## src/rtl/fifo_ctrl_pkg.sv

```systemverilog
// Shared defaults and the registered flag bundle for the FIFO pointer/flag controller.
package fifo_ctrl_pkg;

   localparam int DEF_MEM_LENGHT      = 8;
   localparam int DEF_ADDR_WIDTH      = 3;
   localparam int DEF_ALMOST_FULL_TH  = 6;
   localparam int DEF_ALMOST_EMPTY_TH = 2;

   typedef struct packed {
      logic full;
      logic empty;
      logic almost_full;
      logic almost_empty;
   } flags_t;

endpackage

```

## src/rtl/fifo_ctrl_ptr_counter.sv

```systemverilog
// Wrapping pointer: advances by one when enabled, rolls over naturally at 2**W.
module fifo_ctrl_ptr_counter #(
   parameter int W = 3
) (
   input  logic         clk,
   input  logic         reset,
   input  logic         en,
   output logic [W-1:0] ptr
);

   always_ff @(posedge clk) begin
      if (reset) begin
         ptr <= '0;
      end else if (en) begin
         ptr <= ptr + W'(1);
      end
   end

endmodule

```

## src/rtl/fifo_ctrl.sv

```systemverilog
// FIFO pointer/flag controller: turns push/pop into storage addresses and enables,
// tracks occupancy, registered flags and a sticky overflow/underflow error.
module fifo_ctrl
   import fifo_ctrl_pkg::*;
#(
   parameter int MEM_LENGHT      = DEF_MEM_LENGHT,
   parameter int ADDR_WIDTH      = DEF_ADDR_WIDTH,
   parameter int ALMOST_FULL_TH  = DEF_ALMOST_FULL_TH,
   parameter int ALMOST_EMPTY_TH = DEF_ALMOST_EMPTY_TH
) (
   input  logic                  clk,
   input  logic                  reset,
   input  logic                  push,
   input  logic                  pop,
   output logic [ADDR_WIDTH-1:0] write_ptr,
   output logic [ADDR_WIDTH-1:0] read_ptr,
   output logic                  write_enable,
   output logic                  read_enable,
   output logic                  data_valid,
   output logic [ADDR_WIDTH:0]   count,
   output logic                  fifo_full,
   output logic                  fifo_empty,
   output logic                  almost_full,
   output logic                  almost_empty,
   output logic                  fifo_error
);

   localparam int CW = ADDR_WIDTH + 1;
   localparam logic [CW-1:0] FULL_CNT = CW'(MEM_LENGHT);
   localparam logic [CW-1:0] AF_TH    = CW'(ALMOST_FULL_TH);
   localparam logic [CW-1:0] AE_TH    = CW'(ALMOST_EMPTY_TH);

   logic          pop_ok;
   logic          push_ok;
   logic          overflow;
   logic          underflow;
   logic [CW-1:0] count_next;
   flags_t        flags_next;

   // Acceptance uses pre-edge flags; a pop frees a slot so a push on full is still taken.
   always_comb begin
      pop_ok     = 1'b0;
      push_ok    = 1'b0;
      overflow   = 1'b0;
      underflow  = 1'b0;
      count_next = count;
      flags_next = '0;

      pop_ok    = pop & ~fifo_empty & ~reset;
      push_ok   = push & (~fifo_full | pop_ok) & ~reset;
      overflow  = push & fifo_full & ~pop_ok;
      underflow = pop & fifo_empty;

      if (reset) begin
         count_next = '0;
      end else begin
         case ({push_ok, pop_ok})
            2'b10:   count_next = count + CW'(1);
            2'b01:   count_next = count - CW'(1);
            default: count_next = count;
         endcase
      end

      flags_next.full         = (count_next == FULL_CNT);
      flags_next.empty        = (count_next == '0);
      flags_next.almost_full  = (count_next >= AF_TH);
      flags_next.almost_empty = (count_next <= AE_TH);
   end

   assign write_enable = push_ok;
   assign read_enable  = pop_ok;

   fifo_ctrl_ptr_counter #(.W(ADDR_WIDTH)) u_write_ptr (
      .clk   (clk),
      .reset (reset),
      .en    (push_ok),
      .ptr   (write_ptr)
   );

   fifo_ctrl_ptr_counter #(.W(ADDR_WIDTH)) u_read_ptr (
      .clk   (clk),
      .reset (reset),
      .en    (pop_ok),
      .ptr   (read_ptr)
   );

   always_ff @(posedge clk) begin
      count        <= count_next;
      fifo_full    <= flags_next.full;
      fifo_empty   <= flags_next.empty;
      almost_full  <= flags_next.almost_full;
      almost_empty <= flags_next.almost_empty;
      if (reset) begin
         data_valid <= 1'b0;
         fifo_error <= 1'b0;
      end else begin
         data_valid <= pop_ok;
         if (overflow || underflow) begin
            fifo_error <= 1'b1;
         end
      end
   end

endmodule
```

## config.mk

```make
export PLATFORM = sky130hd
export DESIGN_NAME = fifo_ctrl
export DESIGN_NICKNAME = d
export VERILOG_FILES = /design/src/rtl/fifo_ctrl_pkg.sv /design/src/rtl/fifo_ctrl_ptr_counter.sv /design/src/rtl/fifo_ctrl.sv
export SDC_FILE = /design/constraint.sdc
export NUM_CORES = 1
export LEC_CHECK = 0
export CORE_MARGIN = 3
export CORE_UTILIZATION = 30
export DETAILED_ROUTE_END_ITERATION = 12
export SYNTH_ARGS = -nofsm -noshare
export SYNTH_HDL_FRONTEND = slang
export SYNTH_SLANG_ARGS = --single-unit
```

## constraint.sdc

```tcl
create_clock -name clk -period 7.92 [get_ports clk]
set_input_delay 1.584 -clock clk [delete_from_list [all_inputs] [get_ports clk]]
set_output_delay 1.584 -clock clk [all_outputs]
set_load 0.01 [all_outputs]
```

==> run summary, run 1 <==
The total of endpoints with negative setup slack in the final report came out at 0. The worst path in the final design needs a cycle of around 5.4 ns, including I/O delays and setup. The worst supply voltage drop on vdd came out at 0.000104 V. The average detailed-routed wire length per instance came out at approximately 11 um.

The synthesized instance count is 82. The post-cts resize count came out at 0. The worst setup path is of the in -> out kind. Based on the critical path, the design can be clocked at up to between 150 and 200 MHz. Ranked by total cell area, the synthesized netlist is headed by sky130_fd_sc_hd__dfxtp_1 42%, sky130_fd_sc_hd__ha_1 8.1%, sky130_fd_sc_hd__xor2_1 8.0%. In the final timing run, aggregate negative setup slack is 0 ns. The number of different library cells used by synthesis comes to 28. The final antenna diode count came out at 0.

Combinational logic burns a little over a fifth of the power. The total global routing track utilization is about a tenth. The internal cell power came out at 137 uW. The net count after synthesis came out at 91. The required time at the worst-slack endpoint came out at approximately 6.3 ns. In this run the tightest slew margin relative to its limit is between 50% and 60%.

The leftover overflow at the end of global routing came out at 0. The clock tree from TritonCTS is yes. The number of top-level pins came out at 22. For this block, the initial DRC count from the detailed router was 12. The final HPWL from detailed placement is 1.05 mm. The share of total power in sequential cells came out at about half. The adder-cell share of the synthesized area came out at a little over 8%. Setup repair after global routing left no endpoint under its margin.

The post-CTS clock slew at the launch and capture registers of the worst setup and hold paths came out at roughly 0.090 ns. Clock tree synthesis found a total of 16 sinks. The tool flagged a number of max-cap violations equal to 0.

The detailed router placed a little over 600 vias in this run. The buffers inserted during post-CTS setup optimization came out at 0. The area share of xor/xnor cells in the synthesized design is around a tenth. Of the total power, the share spent switching nets is a little over a quarter. The count of hold-fix buffers inserted at cts is 0. The cell area power density is 182 nW/um2. The pre-antenna-repair detailed-routing pass consisted of 4 iterations. The maximum number of pins on one net before global-route repair came out at 20.

The overall die height came out at 56.7 um. The critical path startpoint category is an input pin. The final layout contains routed wiring with a total length of 1.44 mm. CTS built an H-tree with a depth of 1.

The part of the total power dissipated in the clock network came out at ~28%. The average instance area after synthesis came out at approximately 9.4 um2. The static leakage came out at around 0.00042 uW. The number of global-route vias before repair was 572. The type of the most critical hold path is reg -> reg. The global-route wire length before repair came out at between 2 and 2.5 mm. After synthesis, the largest family of logic cells by area is simple AND/OR/NAND/NOR gates. The fraction of the mapped netlist area in compound gates came out at between 10% and 20%.

Along the worst path, the maximum fanout reaches 19. The number of buffer cells added on primary ports is 21. The total area inside the core boundary comes to approximately 2300 um2.

Data arrives at the worst endpoint at roughly 3.8 ns. The post-layout utilization of the core is between 40% and 50%. The floorplan has 17 rows. The final-stage net count came out at ~110. The final max-slew violation count was 0. The actual transition at the worst max-transition pin is about 0.66 ns. The area added between synthesis and finish came out at 32.8%. The most common cell after layout, fill and taps aside is sky130_fd_sc_hd__clkdlybuf4s50_1. The post-detailed-route count of antenna-violating nets came out at 0. The overall power of the completed layout is 186 uW. The initial core utilization is about a third. The die covers between 3000 and 4000 um2. The total CTS buffers is 3. The initial antenna violation count is 0. The clock tree root driver cell is sky130_fd_sc_hd__clkbuf_4.

The portion of synthesized cell area occupied by the leading cell type is 41.6%. The global placer's final weighted congestion is between 0.7 and 0.8. The final period utilization is 68.4%.

The maximum clock insertion buffer count came out at 2. The number of hold violations in the final report came to 0. The number of register bits inferred by synthesis came out at 16. The flow ran to the end, and the final reports show no timing, DRC or antenna violations. The part of the Yosys area used for sequential elements is around 42%. Of all cell types, the one taking the most synthesized area is sky130_fd_sc_hd__dfxtp_1. The die width is ~57 um. The fraction of synthesized area in multiplexers is 3.90%. Summing the areas of all and, or, nand and nor instances in the mapped netlist gives approximately a fifth of the synthesized area.

The worst-skew pair later-pin latency came out at roughly 0.28 ns. The number of warnings printed during yosys synthesis is 0. In the layout the commonest cells are 21 x sky130_fd_sc_hd__clkdlybuf4s50_1, 16 x sky130_fd_sc_hd__dfxtp_1, 14 x sky130_fd_sc_hd__nor2_1.

The critical path capture point type is a primary output. Clock skew on the completed layout was measured at 0.00205 ns. Dividing the detail-routed via count by the number of cells gives roughly 4.7.

The synthesized area came out at just under 800 um2. The fraction of layout cells with a size suffix above 1 came out at 8.82%. The switching power is between 40 and 50 uW. The DRC violation count after routing is 0.
## synth_stat cells
library cell               count
sky130_fd_sc_hd__dfxtp_1      16
sky130_fd_sc_hd__nor2_1       14
sky130_fd_sc_hd__xor2_1        7
sky130_fd_sc_hd__ha_1          5
sky130_fd_sc_hd__a21oi_1       4
sky130_fd_sc_hd__nand3_1       4
sky130_fd_sc_hd__a21o_1        3
sky130_fd_sc_hd__mux2i_1       3
sky130_fd_sc_hd__nand2_1       3
sky130_fd_sc_hd__inv_1         2
sky130_fd_sc_hd__nand2b_1      2
sky130_fd_sc_hd__nor3b_1       2
sky130_fd_sc_hd__o21ai_0       2
sky130_fd_sc_hd__a21oi_2       1
sky130_fd_sc_hd__a31oi_1       1
sky130_fd_sc_hd__a41o_1        1
sky130_fd_sc_hd__buf_1         1
sky130_fd_sc_hd__buf_2         1
sky130_fd_sc_hd__buf_6         1
sky130_fd_sc_hd__clkbuf_1      1
sky130_fd_sc_hd__clkbuf_2      1
sky130_fd_sc_hd__nand3b_1      1
sky130_fd_sc_hd__nor2b_1       1
sky130_fd_sc_hd__nor3b_2       1
sky130_fd_sc_hd__nor4b_2       1
sky130_fd_sc_hd__o21a_1        1
sky130_fd_sc_hd__or2_2         1
sky130_fd_sc_hd__xnor2_2       1
## critical path, stage by stage
cell	delay (ns)
sky130_fd_sc_hd__clkdlybuf4s50_1	0.75
sky130_fd_sc_hd__o21ai_0	0.44
sky130_fd_sc_hd__nand2_1	0.15
sky130_fd_sc_hd__or2_2	0.33
sky130_fd_sc_hd__inv_1	0.06
sky130_fd_sc_hd__clkdlybuf4s50_1	0.52
## routing by layer
layer | track usage (%) | vias to the layer above | wire length, um
met5 | 0 | - | 0
met4 | 4.07 | 0 | 23
met3 | 2.76 | 2 | 84
met2 | 12.7 | 20 | 593
met1 | 13.9 | 273 | 738
li1 | - | 317 | -
## cell families (layout without fill, tap and decap cells)
family                     after synthesis  in the layout
AOI/OAI and AO/OA                       13             13
adders and majority gates                5              5
DFF                                     16             16
muxes                                    3              3
and+or+nand+nor                         30             30
buffers and inverters                    7             27
xor gates and xnor gates                 8              8
## per-stage QoR
stage / instances / cell area (um2) / hold WS [ns] / setup slack (ns)
global placement: 126 / 987 / 0.465 / 2.57
detailed placement: 126 / 987 / 0.458 / 2.52
CTS: 130 / 1020 / 0.489 / 2.52
floorplan: 82 / 771 / 0.496 / 3.78
global route: 130 / 1020 / 0.516 / 2.31
finish: 130 / 1020 / 0.479 / 2.50
## cell type report
class,instances,area (um2)
clock buffers,4,36.3
inverters,2,7.51
multi-input cells,59,414
well taps,28,35.0
flip-flops and latches,16,320
repair buffers,21,210
fillers,238,1290
## power groups by stage
| stage | sequential (uW) | combinational [uW] | clock [uW] |
|---|---|---|---|
| 2_1_floorplan | 95.5 | 22.9 | 0 |
| 3_3_place_gp | 94.5 | 40.4 | 0 |
| 3_5_place_dp | 94.2 | 40.7 | 0 |
| 4_1_cts | 92.6 | 40.9 | 56.7 |
| 5_1_grt | 93.7 | 44.3 | 59.7 |
| 6_report | 92.6 | 40.5 | 53.0 |
## sequential cells by signal, indices dropped and copies added, names as in the netlist
signal,count
u_write_ptr.ptr,3
u_read_ptr.ptr,3
data_valid,1
almost_full,1
fifo_full,1
count,4
fifo_error,1
almost_empty,1
fifo_empty,1
## final timing paths
check,from,endpoint,cells after the start,slack [ns]
worst max-delay path,reset,write_enable,6,2.50
worst min-delay path,fifo_error,fifo_error,2,0.48
worst max register to register,fifo_empty,fifo_full,12,4.79
worst min register to register,fifo_error,fifo_error,2,0.48
No activity file was read; power rests on OpenSTA's default activity.
==> inputs of run 2 (changes only) <==
==> constraint.sdc (replaced) <==
create_clock -name clk -period 4.55 [get_ports clk]
set_input_delay 0.91 -clock clk [delete_from_list [all_inputs] [get_ports clk]]
set_output_delay 0.91 -clock clk [all_outputs]
set_load 0.01 [all_outputs]
==> run 2 against run 1 <==
Effect of this change: register-to-register slack got worse by 3.4 ns; sequential share of layout area fell by 0.23 points; critical path type unchanged; highest routed layer unchanged; critical endpoint unchanged; total power rose by 75%; final cell count rose by 0.77%; worst setup slack got worse by 1.9 ns; largest power group unchanged; non-clock buffer count rose by 1; first-iteration DRC count fell by 33%; clock power rose by 74%.
==> run summary, run 2 (same netlist as run 1, synthesis figures left out) <==
The die width is 56.7 um (unchanged). The total of endpoints with negative setup slack in the final report is 0 (unchanged). The final max-slew violation count came out at 0 (unchanged). The initial core utilization is 33.2% (unchanged).

The area added between synthesis and finish came out at 33.8%. The number of max-capacitance violations reported is 0 (unchanged). The worst slew margin relative to its limit is 76.3% (+20 points). By startpoint and endpoint, the worst setup path is classified as in -> out. The number of detailed-routing iterations run before antenna repair came to 4 (unchanged).

The run finished with clean final reports. The via count came out at 606 (-0.98%). The final antenna diode count is 0 (unchanged). The total CTS buffers is 3 (unchanged). Leaving out fill and tap cells, the most frequent cell in the layout is sky130_fd_sc_hd__clkdlybuf4s50_1. The largest fanout on the critical path came out at 6 (-13).

The area of the core came out at 2320 um2 (unchanged). The worst-skew pair later-pin latency is 0.28 ns (about the same). The worst-path cell with the longest stage delay is sky130_fd_sc_hd__clkdlybuf4s50_1. The number of flip-flops in the largest register is 4 (unchanged). The H-tree depth reported by CTS is 1 (unchanged). The library cells used most frequently in the layout, excluding fill and tap cells, are 21 x sky130_fd_sc_hd__clkdlybuf4s50_1, 16 x sky130_fd_sc_hd__dfxtp_1, 14 x sky130_fd_sc_hd__nor2_1. The number of buffer cells added on primary ports came to 21 (unchanged). The via density per instance came out at 4.63 (-1.7%). The final period utilization came out at ~86%. The DRC violation total after the first TritonRoute iteration is 8 (-4). The critical path capture point type is a primary output. The signal on the critical path passes through clkdlybuf4s50_1 > nand2b_1 > o21ai_0 > nand2_1 > or2_2 > inv_1 > clkdlybuf4s50_1. The count of hold-fix buffers inserted at cts came out at 0 (unchanged).

The maximum clock insertion buffer count is 2 (unchanged). The number of cell rows is 17 (unchanged). The post-detailed-route count of antenna-violating nets came out at 0 (unchanged). The cell area power density came to 316 nW/um2 (+74%). The number of hold violations in the final report is 0 (unchanged). The filler cell count in the final layout is 232 (-2.5%).

The average detailed-routed wire length per instance is 11.7 um (+5.5%). The most frequent cell on the critical path is sky130_fd_sc_hd__clkdlybuf4s50_1. The global placer's final weighted congestion is 0.694 (-5.8%). The static leakage came to 0.000426 uW (+1.1%). The leftover overflow at the end of global routing came to 0 (unchanged). The final-stage net count is 113 (+0.89%).

The number of top-level pins came out at 22 (unchanged). The largest registers in the layout are count (4), u_read_ptr.ptr (3), u_write_ptr.ptr (3). The DRC violation count after routing came to 0 (unchanged). The post-cts resize count is 0 (unchanged). The final HPWL from detailed placement came out at 1.11 mm (+5.8%). The fraction of layout cells with a size suffix above 1 is 9.71% (+0.89 points). CTS placed an instance of sky130_fd_sc_hd__clkbuf_4 at the clock tree root. The largest incremental delay on the critical path came to 0.52 ns (-0.23 ns).

The clock tree from TritonCTS is yes. The clock sink total came out at 16 (unchanged). The maximum frequency from static timing analysis came out at roughly 260 MHz.

The worst supply voltage drop on vdd is 0.000195 V (+88%). The actual transition at the worst max-transition pin is 0.354 ns (-0.302 ns). The final clock skew came out at 0.00674 ns (+0.00469 ns). The total global routing track utilization came out at 10.0% (+0.48 points). STA classifies the critical path startpoint as an input pin.

The setup TNS after final layout was 0 ns (unchanged). The buffers inserted during post-CTS setup optimization is 0 (unchanged). The overall die height came out at 56.7 um (unchanged). The initial antenna violation count came out at 0 (unchanged). The critical path arrival is 3.00 ns (-0.84 ns).

The area of the die came out at 3210 um2 (unchanged). The required time at the worst-slack endpoint is 3.64 ns (-2.70 ns). The post-CTS clock slew at the launch and capture registers of the worst setup and hold paths came out at 0.09 ns (about the same).

The final wirelength came to 1.53 mm (+6.3%). The maximum number of pins on one net before global-route repair came out at 19 (-5.0%). The clock period could shrink to 3.91 ns. The post-layout utilization of the core is 44.5% (+0.32 points). Setup repair after global routing left no endpoint under its margin. The global-route wire length before repair is 2.60 mm (+5.6%). More flip-flops sit in one register than any other, and that register is count. The number of global-route vias before repair is 608 (+6.3%). The worst hold path belongs to the class reg -> reg.
[run 2: cell count changes in the layout (fill, tap and decap cells not counted)]
| cell | before | now |
|---|---|---|
| sky130_fd_sc_hd__buf_4 | 0 | 1 |
[run 2: final cells by class]
class | instances | area, um2 | share of cell area (%)
well taps | 28 | 35.0 | 3.40
flip-flops and latches | 16 | 320 | 31.1
clock buffers | 4 | 36.3 | 3.52
multi-input cells | 59 | 414 | 40.2
repair buffers | 22 | 218 | 21.1
inverters | 2 | 7.51 | 0.728
[run 2: critical path, delay by kind of cell]
family / cells / cell delay [ns]
AOI/OAI and AO/OA: 1 / 0.33
buffers and inverters: 3 / 1.09
and+or+nand+nor: 3 / 0.67
[run 2: power breakdown]
group | total, uW | switching (uW) | internal, uW | leakage (uW)
combinational | 71.9 | 32.0 | 39.9 | 0.000275
sequential | 161 | 11.4 | 150 | 0.000131
clock | 92.0 | 43.3 | 48.6 | 0.0000210
total | 325 | 86.7 | 239 | 0.000426
[run 2: final timing paths]
kind                                    startpoint            endpoint  slack, ns  cells past startpoint
worst max-delay path                           pop        write_enable       0.64                      7
worst min-delay path            u_write_ptr.ptr[1]  u_write_ptr.ptr[1]       0.49                      2
worst min register to register  u_write_ptr.ptr[1]  u_write_ptr.ptr[1]       0.49                      2
worst max register to register          fifo_empty           fifo_full       1.44                     12
[run 2: routing by layer]
| layer | global-route usage, % | routed length, um |
|---|---|---|
| met1 | 12.4 | 785 |
| met2 | 16.3 | 652 |
| met3 | 2.53 | 85 |
| met4 | 4.07 | 8 |
| met5 | 0 | 0 |
[run 2: stage by stage]
step	cell area (um2)	hold WS [ns]	power, uW	std cells	setup slack (ns)
after floorplan	771	0.496	206	82	1.22
after global placement	995	0.456	235	127	0.496
after detailed placement	995	0.465	237	127	0.456
after CTS	1030	0.491	330	131	0.630
after global routing	1030	0.518	343	131	0.525
final	1030	0.486	325	131	0.640
==> inputs of run 3 (changes only) <==
--- a/config.mk
+++ b/config.mk
@@ -5,9 +5,12 @@
 export SDC_FILE = /design/constraint.sdc
 export NUM_CORES = 1
 export LEC_CHECK = 0
-export CORE_MARGIN = 3
-export CORE_UTILIZATION = 30
+export CELL_PAD_IN_SITES_DETAIL_PLACEMENT = 1
+export CELL_PAD_IN_SITES_GLOBAL_PLACEMENT = 2
+export CORE_UTILIZATION = 24
 export DETAILED_ROUTE_END_ITERATION = 12
+export PLACE_DENSITY_LB_ADDON = 0.1
+export SKIP_LAST_GASP = 1
 export SYNTH_ARGS = -nofsm -noshare
 export SYNTH_HDL_FRONTEND = slang
 export SYNTH_SLANG_ARGS = --single-unit
==> run 3 against run 2 <==
Effect of this change: design area up 2.7%; die area up 7.1%; register-to-register slack better by 0.07 ns; highest routed layer unchanged; fmax up 2.4%; flip-flop and latch count unchanged; non-clock buffer count up 1; core utilization down 9.8 points; critical endpoint unchanged; critical path depth unchanged; combinational power up 2%; worst hold slack better by 0.0040 ns.
==> run summary, run 3 (same netlist as run 1, synthesis figures left out) <==
The initial antenna violation count came out at 0 (unchanged). The final wirelength is 1.73 mm (+13%). TritonCTS built the clock tree. The critical path capture point type is a primary output.

The DRC violation total after the first TritonRoute iteration came to 10 (+2). Setup repair after global routing left no endpoint under its margin. The critical path arrival is 2.91 ns (-0.09 ns). The number of global-route vias before repair came out at 637 (+4.8%). The global placer's final weighted congestion was 0.673 (-3.0%). The count of hold-fix buffers inserted at cts is 0 (unchanged). STA classifies the critical path startpoint as an input pin. The library cell used most frequently in the layout, excluding fill and tap cells, is sky130_fd_sc_hd__clkdlybuf4s50_1. The number of detailed-routing iterations run before antenna repair came out at 2 (-2). The flop-to-flop setup slack came out at 1.51 ns (+0.07 ns). The number of buffer cells added on primary ports is 21 (unchanged). The number of flip-flops in the largest register is 4 (unchanged). In the layout the commonest cells are 21 x sky130_fd_sc_hd__clkdlybuf4s50_1, 16 x sky130_fd_sc_hd__dfxtp_1, 14 x sky130_fd_sc_hd__nor2_1. The number of cell rows is 20 (+3). The via count is 617 (+1.8%).

The cell area power density came out at 312 nW/um2 (-1.3%). The largest fanout on the critical path is 3 (-3). The total of endpoints with negative setup slack in the final report came to 0 (unchanged).

The overall die height is 58.7 um (+3.5%). The final-stage net count came out at 114 (+0.88%). The global-route wire length before repair is 3.04 mm (+17%). The post-CTS clock slew at the launch and capture registers of the worst setup and hold paths was 0.10 ns (about the same). The setup path with the least slack is of type in -> out.

The area growth from synthesis to layout is 37.3%. The final design area excluding fillers is 1060 um2 (+2.7%). The largest registers in the layout are count (4), u_read_ptr.ptr (3), u_write_ptr.ptr (3). The largest register by flop count is count. The required time at the worst-slack endpoint is 3.64 ns (about the same). The final HPWL from detailed placement is 1.25 mm (+13%). The total global routing track utilization is 12.0% (+2.0 points).

The fraction of layout cells with a size suffix above 1 came out at 10.6% (+0.87 points). The buffers inserted during post-CTS setup optimization is 0 (unchanged). The DRC violation count after routing came out at 0 (unchanged).

The area of the die came out at 3440 um2 (+7.1%). The placement-stage cell area was 1020 um2 (+2.8%). The setup TNS after final layout is 0 ns (unchanged).

The average detailed-routed wire length per instance came out at 11.7 um (about the same). The flow ran to the end, and the final reports show no timing, DRC or antenna violations. The leftover overflow at the end of global routing is 0 (unchanged). The number of max-capacitance violations reported came to 0 (unchanged).

The post-layout utilization of the core is 34.7% (-9.8 points). The H-tree depth reported by CTS came to 1 (unchanged). The worst-skew pair later-pin latency is 0.29 ns (about the same). The via density per instance is 4.17 (-9.9%). The post-cts resize count came out at 0 (unchanged). The filler cell count in the final layout came out at 371 (+60%). The actual transition at the worst max-transition pin came to 0.344 ns (-0.0105 ns). The clock sink total came out at 16 (unchanged). The tree is rooted in a sky130_fd_sc_hd__clkbuf_4. The initial core utilization came out at 25.2% (-8.0 points). The final period utilization came to 83.9% (-2.0 points). The final max-slew violation count is 0 (unchanged).

The maximum number of pins on one net before global-route repair is 19 (unchanged). The worst supply voltage drop on vdd was 0.000127 V (-35%). The static leakage came to 0.000431 uW (+1.0%).

The final antenna diode count came out at 0 (unchanged). The maximum clock insertion buffer count came to 2 (unchanged). The worst slew margin relative to its limit is 76.8% (+0.49 points).

The final clock skew came out at 0.00435 ns (-0.00239 ns). The total CTS buffers was 3 (unchanged). The worst hold path belongs to the class reg -> reg.

The area of the core is 3050 um2 (+32%). The number of top-level pins was 22 (unchanged). The final critical path time including I/O delays and setup came to 3.82 ns (-0.0920 ns).

The number of hold violations in the final report is 0 (unchanged). The maximum frequency from static timing analysis came out at 262 MHz (+2.4%). The post-detailed-route count of antenna-violating nets is 0 (unchanged). The die width is 58.7 um (+3.5%).
run 3: cell types whose count changed in the layout (fill, tap and decap cells not counted), sizes merged:
| cell | previous run | this run |
|---|---|---|
| buf | 1 | 2 |
run 3: stage by stage:
step	setup slack (ns)	cells	power, uW	hold slack, ns
2_1_floorplan	1.22	82	206	0.496
3_3_place_gp	0.439	144	238	0.455
3_5_place_dp	0.456	144	239	0.476
4_1_cts	0.687	148	339	0.495
5_1_grt	0.478	148	353	0.515
6_report	0.732	148	330	0.490
run 3: layer usage:
layer | GRT usage, % | wire (um) | up-vias | share of wire [%]
li1 | - | - | 318 | -
met1 | 16.4 | 869 | 285 | 50
met2 | 17.1 | 766 | 12 | 44
met3 | 3.08 | 76 | 2 | 4.4
met4 | 7.14 | 18 | 0 | 1.0
met5 | 0 | 0 | - | 0
run 3: worst paths after layout:
path / depth (start not counted) / from / to
setup / recovery: 7 / pop / write_enable
hold / removal: 2 / u_write_ptr.ptr[1] / u_write_ptr.ptr[1]
hold reg to reg: 2 / u_write_ptr.ptr[1] / u_write_ptr.ptr[1]
setup reg to reg: 12 / fifo_empty / fifo_full
run 3: power breakdown:
group	internal [uW]	leakage (uW)	total, uW	switching (uW)
clock network	48.7	0.0000210	94.8	46.1
logic	41.0	0.000279	73.4	32.4
registers	150	0.000131	162	11.5
run 3: worst max-delay path, stage by stage:
cell and delay, ns:
sky130_fd_sc_hd__clkdlybuf4s50_1 0.53, sky130_fd_sc_hd__nand2b_1 0.10, sky130_fd_sc_hd__o21ai_0 0.31, sky130_fd_sc_hd__nand2_1 0.16, sky130_fd_sc_hd__or2_2 0.33, sky130_fd_sc_hd__inv_1 0.06
sky130_fd_sc_hd__clkdlybuf4s50_1 0.52
run 3: layout make-up:
| cell class | count | area (um2) | share of cell area, % |
|---|---|---|---|
| tap | 44 | 55.1 | 5.20 |
| multi-input combinational | 59 | 414 | 39.1 |
| timing repair buffer | 23 | 225 | 21.3 |
| inverter | 2 | 7.51 | 0.709 |
| sequential | 16 | 320 | 30.3 |
| clock buffer | 4 | 36.3 | 3.43 |
==> RTL change, RTL diff (config.mk and constraints of run 3) <==
Register the output `count` once more, without a reset; this adds one clock of latency there. The other outputs are not delayed to match.
--- a/src/rtl/fifo_ctrl.sv
+++ b/src/rtl/fifo_ctrl.sv
@@ -32,2 +32,4 @@
 
+   logic [ADDR_WIDTH:0] count_s0;
+
    logic          pop_ok;
@@ -45,3 +47,3 @@
       underflow  = 1'b0;
-      count_next = count;
+      count_next = count_s0;
       flags_next = '0;
@@ -57,5 +59,5 @@
          case ({push_ok, pop_ok})
-            2'b10:   count_next = count + CW'(1);
-            2'b01:   count_next = count - CW'(1);
-            default: count_next = count;
+            2'b10:   count_next = count_s0 + CW'(1);
+            2'b01:   count_next = count_s0 - CW'(1);
+            default: count_next = count_s0;
          endcase
@@ -87,3 +89,3 @@
    always_ff @(posedge clk) begin
-      count        <= count_next;
+      count_s0     <= count_next;
       fifo_full    <= flags_next.full;
@@ -103,2 +105,6 @@
 
+   always_ff @(posedge clk) begin
+      count <= count_s0;
+   end
+
 endmodule
Function: changed (a bounded check fails within 4 cycles, from zero or initial values and one cycle with reset high).
==> RTL change against run 3 <==
  * Worst setup slack better by 0.075 ns
  * Largest power group unchanged
  * Routed wire length up 11%
  * Power up 15%
  * Synthesized area up 10%
  * Count of clock-buffer cells in the layout unchanged
  * Clock skew up 0.00055 ns
  * Sequential cell count up 4
  * Critical path type unchanged
  * Cell area up 7.8%
  * Via count up 5.3%
  * Combinational power up 1%
==> RTL change: results (changes against run 3) <==
| Metric | Value |
|---|---|
| Status | completed (unchanged) |
| DP HPWL | 1389 µm (was 1250 µm) |
| Post-Synth XOR/XNOR Area | 9.118% (was 10.06%) |
| Area share of fa/ha/maj cells after synthesis | 7.353% (was 8.117%) |
| Worst-path clk slew | 0.12 ns (was 0.10 ns) |
| Post-DR wirelength/cell | 12.46 µm (was 11.70 µm) |
| Gpl congestion | 0.6625 (was 0.6734) |
| P_leak | 0.4632 nW (was 0.4307 nW) |
| Post-synth top cells | dfxtp_1 (20), nor2_1 (14), xor2_1 (7) (was dfxtp_1 (16), nor2_1 (14), xor2_1 (7)) |
| Vias in the first global route | 702 (was 637) |
| Post-synthesis sequential area ratio | 47.06% (was 41.56%) |
| Syn_nets | 95 (was 91) |
| Mapped Avg Cell Area | 9.893 µm² (was 9.399 µm²) |
| Total Routing Usage GR | 11.74% (was 12.05%) |
| Largest regs | count: 4 flops, count_s0: 4 flops (was count: 4 flops, u_read_ptr.ptr: 3 flops, u_write_ptr.ptr: 3 flops) |
| Share of cells above drive strength 1 | 10.19% (was 10.58%) |
| Clk_skew | 0.004902 ns (was 0.004348 ns) |
| Critical Path AT | 2.83 ns (was 2.91 ns) |
| Final nets | 118 (was 114) |
| Proportion of synthesized area in mux cells | 3.529% (was 3.896%) |
| Worst-margin pin slew | 0.3461 ns (was 0.3439 ns) |
| Global-route wire length before repair | 3180 µm (was 3042 µm) |
| 1st-iter DRT viols | 20 (was 10) |
| Peak supply drop | 98.17 µV (was 127.2 µV) |
| Vias | 650 (was 617) |
[RTL change: cell types whose count changed after synthesis, sizes merged]
cell,delta
dfxtp,+4
[RTL change: final timing paths]
| path | slack, ns | end | depth (start not counted) |
|---|---|---|---|
| setup / recovery | 0.81 | write_enable | 7 |
| hold / removal | 0.40 | count[3]$_DFF_P_ | 0 |
| setup reg to reg | 1.55 | fifo_full$_DFF_P_ | 12 |
| hold reg to reg | 0.40 | count[3]$_DFF_P_ | 0 |
[RTL change: kinds of logic after synthesis]
group / count (synthesis)
mux: 3
compound gates: 13
fa+ha+maj: 5
flops: 20
xor+xnor: 8
simple gates: 30
buf+inv: 7
[RTL change: layout make-up]
cell class / instances / area, µm²
flip-flops and latches: 20 / 400.4
well taps: 46 / 57.56
fillers: 402 / 2222
clock buffers: 4 / 36.28
inverters: 2 / 7.507
multi-input cells: 59 / 414.1
repair buffers: 23 / 225.2
[RTL change: metrics by stage]
step                area [µm²]  setup WS (ns)
detailed placement        1105         0.5009
floorplan                850.8          1.217
global route              1141         0.6389
finish                    1141         0.8070
CTS                       1141         0.7899
global placement          1105         0.5778
[RTL change: power by group]
part	total, mW	switching (mW)	internal [mW]
Combinational	0.0741	0.0331	0.0411
Sequential	0.200	0.0124	0.188
Clock	0.105	0.0562	0.0487
Total	0.379	0.102	0.278
[RTL change: per-layer routing]
metal,routed length [µm],track usage [%],vias to the layer above
met1,939,15.10,308
met4,20,5.714,0
li1,-,-,330
met3,44,2.731,2
met5,0,0,-
met2,914,18.43,10
